### src/rtl/piradip_right_shift_pipe.sv
// Pipelined logarithmic right shifter on a valid/ready stream.
// Each stage handles one shift bit, MSB first, and carries the remaining shift bits,
// a running sticky bit and tlast. Vacated bits are zero or sign fill depending on ARITH.
module piradip_right_shift_pipe #(
  parameter int unsigned DATA_WIDTH  = 32,
  parameter int unsigned SHIFT_WIDTH = $clog2(DATA_WIDTH) + 1,
  parameter bit          ARITH       = 1'b0
) (
  input  logic                              aclk,
  input  logic                              aresetn,
  input  logic [SHIFT_WIDTH+DATA_WIDTH-1:0] s_tdata,
  input  logic                              s_tvalid,
  output logic                              s_tready,
  input  logic                              s_tlast,
  output logic [DATA_WIDTH-1:0]             m_tdata,
  output logic                              m_tuser,
  output logic                              m_tvalid,
  input  logic                              m_tready,
  output logic                              m_tlast
);

  // Remaining shift bits of every stage packed into one triangular vector:
  // stage k keeps SHIFT_WIDTH-1-k bits, the last stage keeps none.
  localparam int unsigned RemW = SHIFT_WIDTH * (SHIFT_WIDTH - 1) / 2;

  logic [SHIFT_WIDTH-1:0] vld_q;
  logic [SHIFT_WIDTH-1:0] sticky_q;
  logic [SHIFT_WIDTH-1:0] last_q;
  logic [DATA_WIDTH-1:0]  data_q [SHIFT_WIDTH];
  logic [RemW-1:0]        rem_q;
  logic [SHIFT_WIDTH:0]   rdy;

  assign rdy[SHIFT_WIDTH] = m_tready;

  for (genvar k = 0; k < SHIFT_WIDTH; k++) begin : g_stage
    localparam int unsigned InW = SHIFT_WIDTH - k;
    localparam int unsigned Amt = 2 ** (SHIFT_WIDTH - 1 - k);

    logic                  vld_in;
    logic                  sticky_in;
    logic                  last_in;
    logic [DATA_WIDTH-1:0] d_in;
    logic [DATA_WIDTH-1:0] d_sh;
    logic [InW-1:0]        sh_in;
    logic                  fill;
    logic                  lost;
    logic                  do_shift;

    if (k == 0) begin : g_src
      assign vld_in    = s_tvalid;
      assign d_in      = s_tdata[DATA_WIDTH-1:0];
      assign sh_in     = s_tdata[DATA_WIDTH +: SHIFT_WIDTH];
      assign sticky_in = 1'b0;
      assign last_in   = s_tlast;
    end else begin : g_src
      localparam int unsigned InOff = (k - 1) * (SHIFT_WIDTH - 1) - ((k - 1) * (k - 2)) / 2;
      assign vld_in    = vld_q[k-1];
      assign d_in      = data_q[k-1];
      assign sh_in     = rem_q[InOff +: InW];
      assign sticky_in = sticky_q[k-1];
      assign last_in   = last_q[k-1];
    end

    // The data MSB is preserved by every arithmetic stage, so it is the original sign.
    assign fill     = ARITH ? d_in[DATA_WIDTH-1] : 1'b0;
    assign do_shift = sh_in[InW-1];

    if (Amt >= DATA_WIDTH) begin : g_shift
      assign d_sh = {DATA_WIDTH{fill}};
      assign lost = |d_in;
    end else begin : g_shift
      assign d_sh = (d_in >> Amt) | ({DATA_WIDTH{fill}} << (DATA_WIDTH - Amt));
      assign lost = |d_in[Amt-1:0];
    end

    // A stage can take a new beat when empty or when its content moves on this edge.
    assign rdy[k] = ~vld_q[k] | rdy[k+1];

    // Stage registers: advance on rdy, load payload only for a valid upstream beat.
    always_ff @(posedge aclk or negedge aresetn) begin
      if (!aresetn) begin
        vld_q[k]    <= 1'b0;
        data_q[k]   <= '0;
        sticky_q[k] <= 1'b0;
        last_q[k]   <= 1'b0;
      end else if (rdy[k]) begin
        vld_q[k] <= vld_in;
        if (vld_in) begin
          data_q[k]   <= do_shift ? d_sh : d_in;
          sticky_q[k] <= sticky_in | (do_shift & lost);
          last_q[k]   <= last_in;
        end
      end
    end

    if (k < SHIFT_WIDTH - 1) begin : g_rem
      localparam int unsigned OutW   = InW - 1;
      localparam int unsigned OutOff = k * (SHIFT_WIDTH - 1) - (k * (k - 1)) / 2;

      // Remaining shift bits travel with the beat, one bit narrower per stage.
      always_ff @(posedge aclk or negedge aresetn) begin
        if (!aresetn) begin
          rem_q[OutOff +: OutW] <= '0;
        end else if (rdy[k] && vld_in) begin
          rem_q[OutOff +: OutW] <= sh_in[OutW-1:0];
        end
      end
    end
  end

  assign s_tready = rdy[0] & aresetn;
  assign m_tvalid = vld_q[SHIFT_WIDTH-1];
  assign m_tdata  = data_q[SHIFT_WIDTH-1];
  assign m_tuser  = sticky_q[SHIFT_WIDTH-1];
  assign m_tlast  = last_q[SHIFT_WIDTH-1];

endmodule

### config.mk
export PLATFORM = sky130hd
export DESIGN_NAME = piradip_right_shift_pipe
export DESIGN_NICKNAME = d
export VERILOG_FILES = /design/src/rtl/piradip_right_shift_pipe.sv
export SDC_FILE = /design/constraint.sdc
export NUM_CORES = 1
export LEC_CHECK = 0
export BUFFER_PORTS_ARGS = -buffer_cell sky130_fd_sc_hd__clkbuf_2
export CORE_ASPECT_RATIO = 0.5
export CORE_UTILIZATION = 35
export CTS_CLUSTER_SIZE = 25
export DETAILED_ROUTE_END_ITERATION = 6
export GPL_ROUTABILITY_DRIVEN = 0
export PLACE_DENSITY = 0.51
export SYNTH_ARGS = -nofsm -noshare
export SYNTH_HDL_FRONTEND = slang
export SYNTH_SLANG_ARGS = --single-unit
### constraint.sdc
create_clock -name aclk -period 1.35 [get_ports aclk]
set_input_delay 0.2025 -clock aclk [delete_from_list [all_inputs] [get_ports aclk]]
set_output_delay 0.2025 -clock aclk [all_outputs]
set_load 0.02 [all_outputs]
==> impl_metrics.tcl, run 1 <==
set metrics [dict create \
    status "finished, violations left" \
    violations "setup timing" \
    cts_tree "yes" \
    fmax_mhz 583 \
    diodes 0 \
    drive_above_1_share 0.420 \
    syn-num-nets 995 \
    clk_pin_slew_ns 0.06 \
    hold_class "in2reg" \
    synth_compound_area_frac 0.107 \
    final-setup-viol-count 186 \
    cp_slowest_stage_delay_ns 0.39 \
    timing.final.crit_share 1.27 \
    utilization 0.530 \
    drc_errors 0 \
    skew_ns 0.0130 \
    fin_area_um2 14700 \
    cts_buffers 23 \
    synth_common_cells "225 x dfrtp_1, 216 x nand2_1, 194 x o21ai_0" \
    ioPinCount 79 \
    synth_top_family_by_area "multiplexers" \
    vias 7477 \
    multiInputGateArea_um2 5100 \
    grt_pass1_wl_um 40400 \
    cap_violations 0 \
    clock-sinks 225 \
    area_growth_pct 48.7 \
    slew_viol_final 0 \
    firstDrtPassIters 4 \
    cp_max_fo 2 \
    antenna_found_initial 0 \
    fin_nets 1194 \
    synth_cell_types 25 \
    synthMuxAreaShare 0.152 \
    synth_top_area_cell "dfrtp_1" \
    synthSimpleGateAreaFrac 0.140 \
    power.leakage_nw 7.01 \
    rsz0062_at_grt "yes" \
    synthCells 952 \
    ys_seq_elements 225 \
    synth_edf_count 0 \
    yosysSeqAreaShare 0.569 \
    cp.required_ns 1.15 \
    grt_overflow_total 0 \
    dieArea_um2 29000 \
    cp_cell_sequence "nand4b_4, buf_6, o21a_1, clkbuf_8" \
    hold_viol 0 \
    initial_utilization 0.356 \
    crit_type "reg2out" \
    rows 43 \
    crit_family "flip-flops" \
    hpwl_um 15900 \
    wl_per_cell_um 17.4 \
    placed_area_um2 11200 \
    die_y_um 121 \
    fillers 2424 \
    root_buffer "clkbuf_16" \
    first_iter_violations 328 \
    slew_headroom 0.627 \
    layout_setup_ws_ns -0.364 \
    clk_latency_ns 0.52 \
    synthesis.area_um2 9900 \
    wl_um 27000 \
    worst_path_max_delay_cell "dfrtp_1" \
    synthAdderAreaFrac 0 \
    clk_path_buf_depth 3 \
    htree_levels 1 \
    worstMarginPinSlew_ns 0.560 \
    synth_top_cell_area_share 0.569 \
    port_buffers 78 \
    viasPerCell 4.84 \
    fin_crit_ns 1.71 \
    synth.area.top_cells "dfrtp_1 57%, mux2i_1 13%, o21ai_0 9.8%, nand2_1 8.2%, nand2b_1 3.9%" \
    dieWidth_um 240 \
    end_kind "output port" \
    grt_pass1_vias 7299 \
    regArea_um2 5630 \
    arrival_ns 1.51 \
    synth_most_common_cell "dfrtp_1" \
    syn_area_per_cell_um2 10.4 \
    start_kind "flip-flop" \
    postRouteAntennaNets 0 \
    grt_usage 0.177 \
    ys.flop_type "dfrtp_1" \
    grt_max_degree 105 \
    yosys_warnings 0 \
    fp.coreArea_um2 27800 \
    ir_drop_mv 0.865 \
    async_flop_share 1.00 \
    critPathBufInv 2 \
    synthXorXnorAreaFrac 0 \
    cellPowerDensity_nw_per_um2 1740 \
]
## final cells by class
type / instances / area share
Sequential cell: 225 / 0.383
Multi-Input combinational cell: 662 / 0.347
Timing Repair Buffer: 237 / 0.189
Clock buffer: 32 / 0.0455
Tap cell: 382 / 0.0325
Clock inverter: 6 / 0.00255
Inverter: 2 / 0.000510
## kinds of logic after synthesis
group / after synthesis
flops: 225
simple gates: 305
buf+inv: 68
mux: 148
compound gates: 206
## cell usage in the layout, fill, tap and decap left out, drive strengths merged
| master | synthesis | final |
|---|---|---|
| dfrtp | 225 | 225 |
| nand2 | 216 | 219 |
| o21ai | 197 | 197 |
| mux2i | 130 | 130 |
| clkbuf | 30 | 127 |
| buf | 36 | 104 |
| nand2b | 62 | 62 |
| dlygate4sd3 | 0 | 37 |
| mux2 | 18 | 18 |
| nor4 | 14 | 14 |
| nand3b | 5 | 5 |
| a21oi | 4 | 4 |
| clkinv | 0 | 4 |
| inv | 2 | 4 |
| o21bai | 3 | 3 |
| nand4 | 3 | 3 |
| o21a | 2 | 2 |
| nand4b | 1 | 1 |
| nand3 | 1 | 1 |
| and2 | 1 | 1 |
| or4 | 1 | 1 |
| nor2 | 1 | 1 |
| bufbuf | 0 | 1 |
## sequential cells by signal, summed over array words and instances, names as in the netlist, 5 cells and up
| signal | count |
|---|---|
| g_stage.d_in | 160 |
| m_tdata | 32 |
| g_stage.sh_in | 14 |
| g_stage.last_in | 5 |
| g_stage.sticky_in | 5 |
| g_stage.vld_in | 5 |
## power by group
group / internal [W] / switching (W) / total, W
sequential: 0.00857 / 0.00177 / 0.0103
clock: 0.00345 / 0.00263 / 0.00608
combinational: 0.00460 / 0.00465 / 0.00925
total: 0.0166 / 0.00905 / 0.0257
## routing by layer
layer  vias to the layer above  GRT usage  share of wire
met5                         -          0              0
met4                         0     0.0370          0.021
met3                        42     0.0284          0.031
met2                       118      0.264           0.45
met1                      3639      0.269           0.50
li1                       3678          -              -
## final timing paths
path | from | endpoint | slack (ns) | cells after the start
min reg2reg | m_tdata[15]$_DFFE_PN0P_ | m_tdata[15]$_DFFE_PN0P_ | 0.47 | 2
min | m_tready | m_tvalid$_DFFE_PN0P_ | 0.05 | 3
max in group asynchronous | aresetn | g_stage[1].d_in[12]$_DFFE_PN0P_ | 0.20 | 3
max | g_stage[4].vld_in$_DFFE_PN0P_ | s_tready | -0.36 | 4
max reg2reg | g_stage[4].vld_in$_DFFE_PN0P_ | g_stage[3].sh_in[1]$_DFFE_PN0P_ | -0.31 | 6
min in group asynchronous | aresetn | g_stage[3].d_in[26]$_DFFE_PN0P_ | 0.61 | 3
## through the flow
stage / hold slack [ns] / cells / setup WS [ns] / TNS, ns / total power (W)
after floorplan: -0.0931 / 952 / -0.144 / -1.81 / 0.0141
after global placement: 0.267 / 1402 / -0.100 / -4.61 / 0.0163
after detailed placement: 0.274 / 1402 / -0.126 / -8.88 / 0.0165
after CTS: 0.00154 / 1525 / -0.383 / -45.41 / 0.0241
after global routing: 0.0480 / 1546 / -0.432 / -44.49 / 0.0271
final: 0.0476 / 1546 / -0.364 / -31.29 / 0.0257
## timing repair
item,CTS,global route
hold endpoints to repair,261,0
hold buffers,37,0
setup buffers,27,21
endpoints found under the setup margin,178,220
gates resized for setup,139,430
gates cloned,22,21
pin swaps,21,125
## worst reg2reg max path, delay by kind of cell (launching register included)
kind	cells	cell delay, ns
AOI/OAI and AO/OA	1	0.24
and+or+nand+nor	1	0.14
DFF	1	0.39
muxes	1	0.30
buffers and inverters	3	0.47
No activity file was read; power rests on OpenSTA's default activity.
==> run 2: changes to the inputs <==
CELL_PAD_IN_SITES_DETAIL_PLACEMENT = 1   (was unset)
CELL_PAD_IN_SITES_GLOBAL_PLACEMENT = 2   (was unset)
GPL_TIMING_DRIVEN = 0   (was unset)
PLACE_DENSITY = 0.73   (was 0.51)
clock period = 1.55 ns   (was 1.35 ns; I/O delays follow)
==> impl_metrics.tcl, run 2 (synthesis gave the netlist of run 1 again) <==
set metrics [dict create \
    vias 7346 \
    port_buffers 78 \
    power_w 0.0213 \
    rsz0062_at_grt "yes" \
    clock-sinks 225 \
    use_met3 0.0303 \
    wl_um 26900 \
    area_growth_pct 33.2 \
    final_common_cell "dfrtp_1" \
    crit_type "reg2out" \
    first_iter_violations 341 \
    largest_reg_flops 160 \
    rows 43 \
    hold_class "in2async" \
    drc_errors 0 \
    die_y_um 121 \
    antenna_found_initial 1 \
    fmax_mhz 607 \
    htree_levels 1 \
    hold_viol 111 \
    ir_drop_mv 0.829 \
    clk_pin_slew_ns 0.06 \
    drive_above_1_share 0.294 \
    initial_utilization 0.356 \
    violations "hold timing, setup timing" \
    cellPowerDensity_nw_per_um2 1620 \
    final-setup-viol-count 36 \
    busiest_layer "met2" \
    grt_max_degree 115 \
    place_inst 1413 \
    status "finished, violations left" \
    gr-usage-met1 0.258 \
    cts-hold-fix-buffers 39 \
    fin_crit_ns 1.65 \
    cap_violations 0 \
    slew_headroom 0.400 \
    grt_pass1_wl_um 42400 \
    cts_buffers 23 \
    grt_use_met2 0.307 \
    slew_viol_final 0 \
    cp_max_fo 3 \
    layout_setup_ws_ns -0.0963 \
    start_kind "flip-flop" \
    r2r_slack_ns -0.08 \
    cts_tree "yes" \
    dieWidth_um 240 \
    timing.final.crit_share 1.06 \
    dpl_worst_slack_ns -0.276 \
    layout_common_cells "222 x dfrtp_1, 147 x nand2_1, 130 x mux2i_1" \
    arrival_ns 1.41 \
    grt_pass1_vias 7828 \
    cp.required_ns 1.32 \
    setup_tns_ns -1.79 \
    firstDrtPassIters 6 \
    hpwl_um 18500 \
    worstMarginPinSlew_ns 0.900 \
    grt_usage 0.186 \
    clk_latency_ns 0.52 \
    final_cells 1525 \
    dieArea_um2 29000 \
    power.leakage_nw 6.13 \
    ioPinCount 79 \
    fin_nets 1169 \
    postRouteAntennaNets 0 \
    skew_ns 0.0101 \
    grt_overflow_total 0 \
    end_kind "output port" \
    root_buffer "clkbuf_16" \
    viasPerCell 4.82 \
    holdWs_ns -0.260 \
    fp.coreArea_um2 27800 \
    wl_per_cell_um 17.7 \
    clk_path_buf_depth 3 \
]
## run 2: cell types whose count changed in the layout (fill, tap and decap cells not counted), moves of 13 or more
cell     change
buf_12      -28
buf_4       -15
buf_2       +13
o21ai_2     -51
nand2_4     -48
nand2_2     -18
o21ai_0     +77
o21ai_1     -26
nand2_1     +69
## run 2: cell type report
class,instances,area (um^2)
Clock inverter,7,160
Clock buffer,34,697
Inverter,2,7.51
Timing Repair Buffer,150,1290
Antenna cell,1,2.50
Multi-Input combinational cell,659,4400
Sequential cell,225,5630
Buffer,65,519
Tap cell,382,478
Fill cell,3051,14600
## run 2: worst max-delay path, cell delays in order (launching register included)
cell and delay, ns:
dfrtp_2 0.41, nand4b_4 0.14, o21a_1 0.19, clkbuf_2 0.15
## run 2: path summary, 6_finish.rpt
path	endpoint	cells after the start	start
max in group asynchronous	g_stage[2].sh_in[0]$_DFFE_PN0P_	2	aresetn
hold / removal	m_tdata[21]$_DFFE_PN0P_	1	aresetn
setup / recovery	s_tready	3	m_tvalid$_DFFE_PN0P_
hold reg to reg	m_tdata[19]$_DFFE_PN0P_	2	m_tdata[19]$_DFFE_PN0P_
min in group aclk	m_tvalid$_DFFE_PN0P_	3	m_tready
setup reg to reg	g_stage[5].d_in[20]$_DFFE_PN0P_	9	g_stage[5].vld_in$_DFFE_PN0P_
## run 2: through the flow
step                      area, um^2  utilization  hold WS [ns]
after CTS                      12300        0.444        -0.121
after floorplan                 9900            -       -0.0631
after global placement         10800        0.388         0.445
after global routing           13200        0.475        -0.156
after detailed placement       10800        0.389         0.431
final                          13200        0.475        -0.260
## run 2: timing repair
action / 4_1_cts / 5_1_grt
gates cloned: 0 / 11
pin swaps: 7 / 16
setup buffers: 15 / 6
gates resized for setup: 52 / 286
endpoints found under the setup margin: 155 / 208
hold endpoints to repair: 150 / 111
## run 2: metal layers
metal / share of wire / vias up
li1: - / 3612
met3: 0.025 / 40
met1: 0.47 / 3610
met5: 0 / -
met4: 0.022 / 0
met2: 0.48 / 84
## run 2: power by group
group / leakage, nW / internal [W] / switching (W)
Clock: 0.423 / 0.00393 / 0.00238
Combinational: 2.74 / 0.00278 / 0.00337
Sequential: 2.96 / 0.00746 / 0.00137
Total: 6.13 / 0.0142 / 0.00712
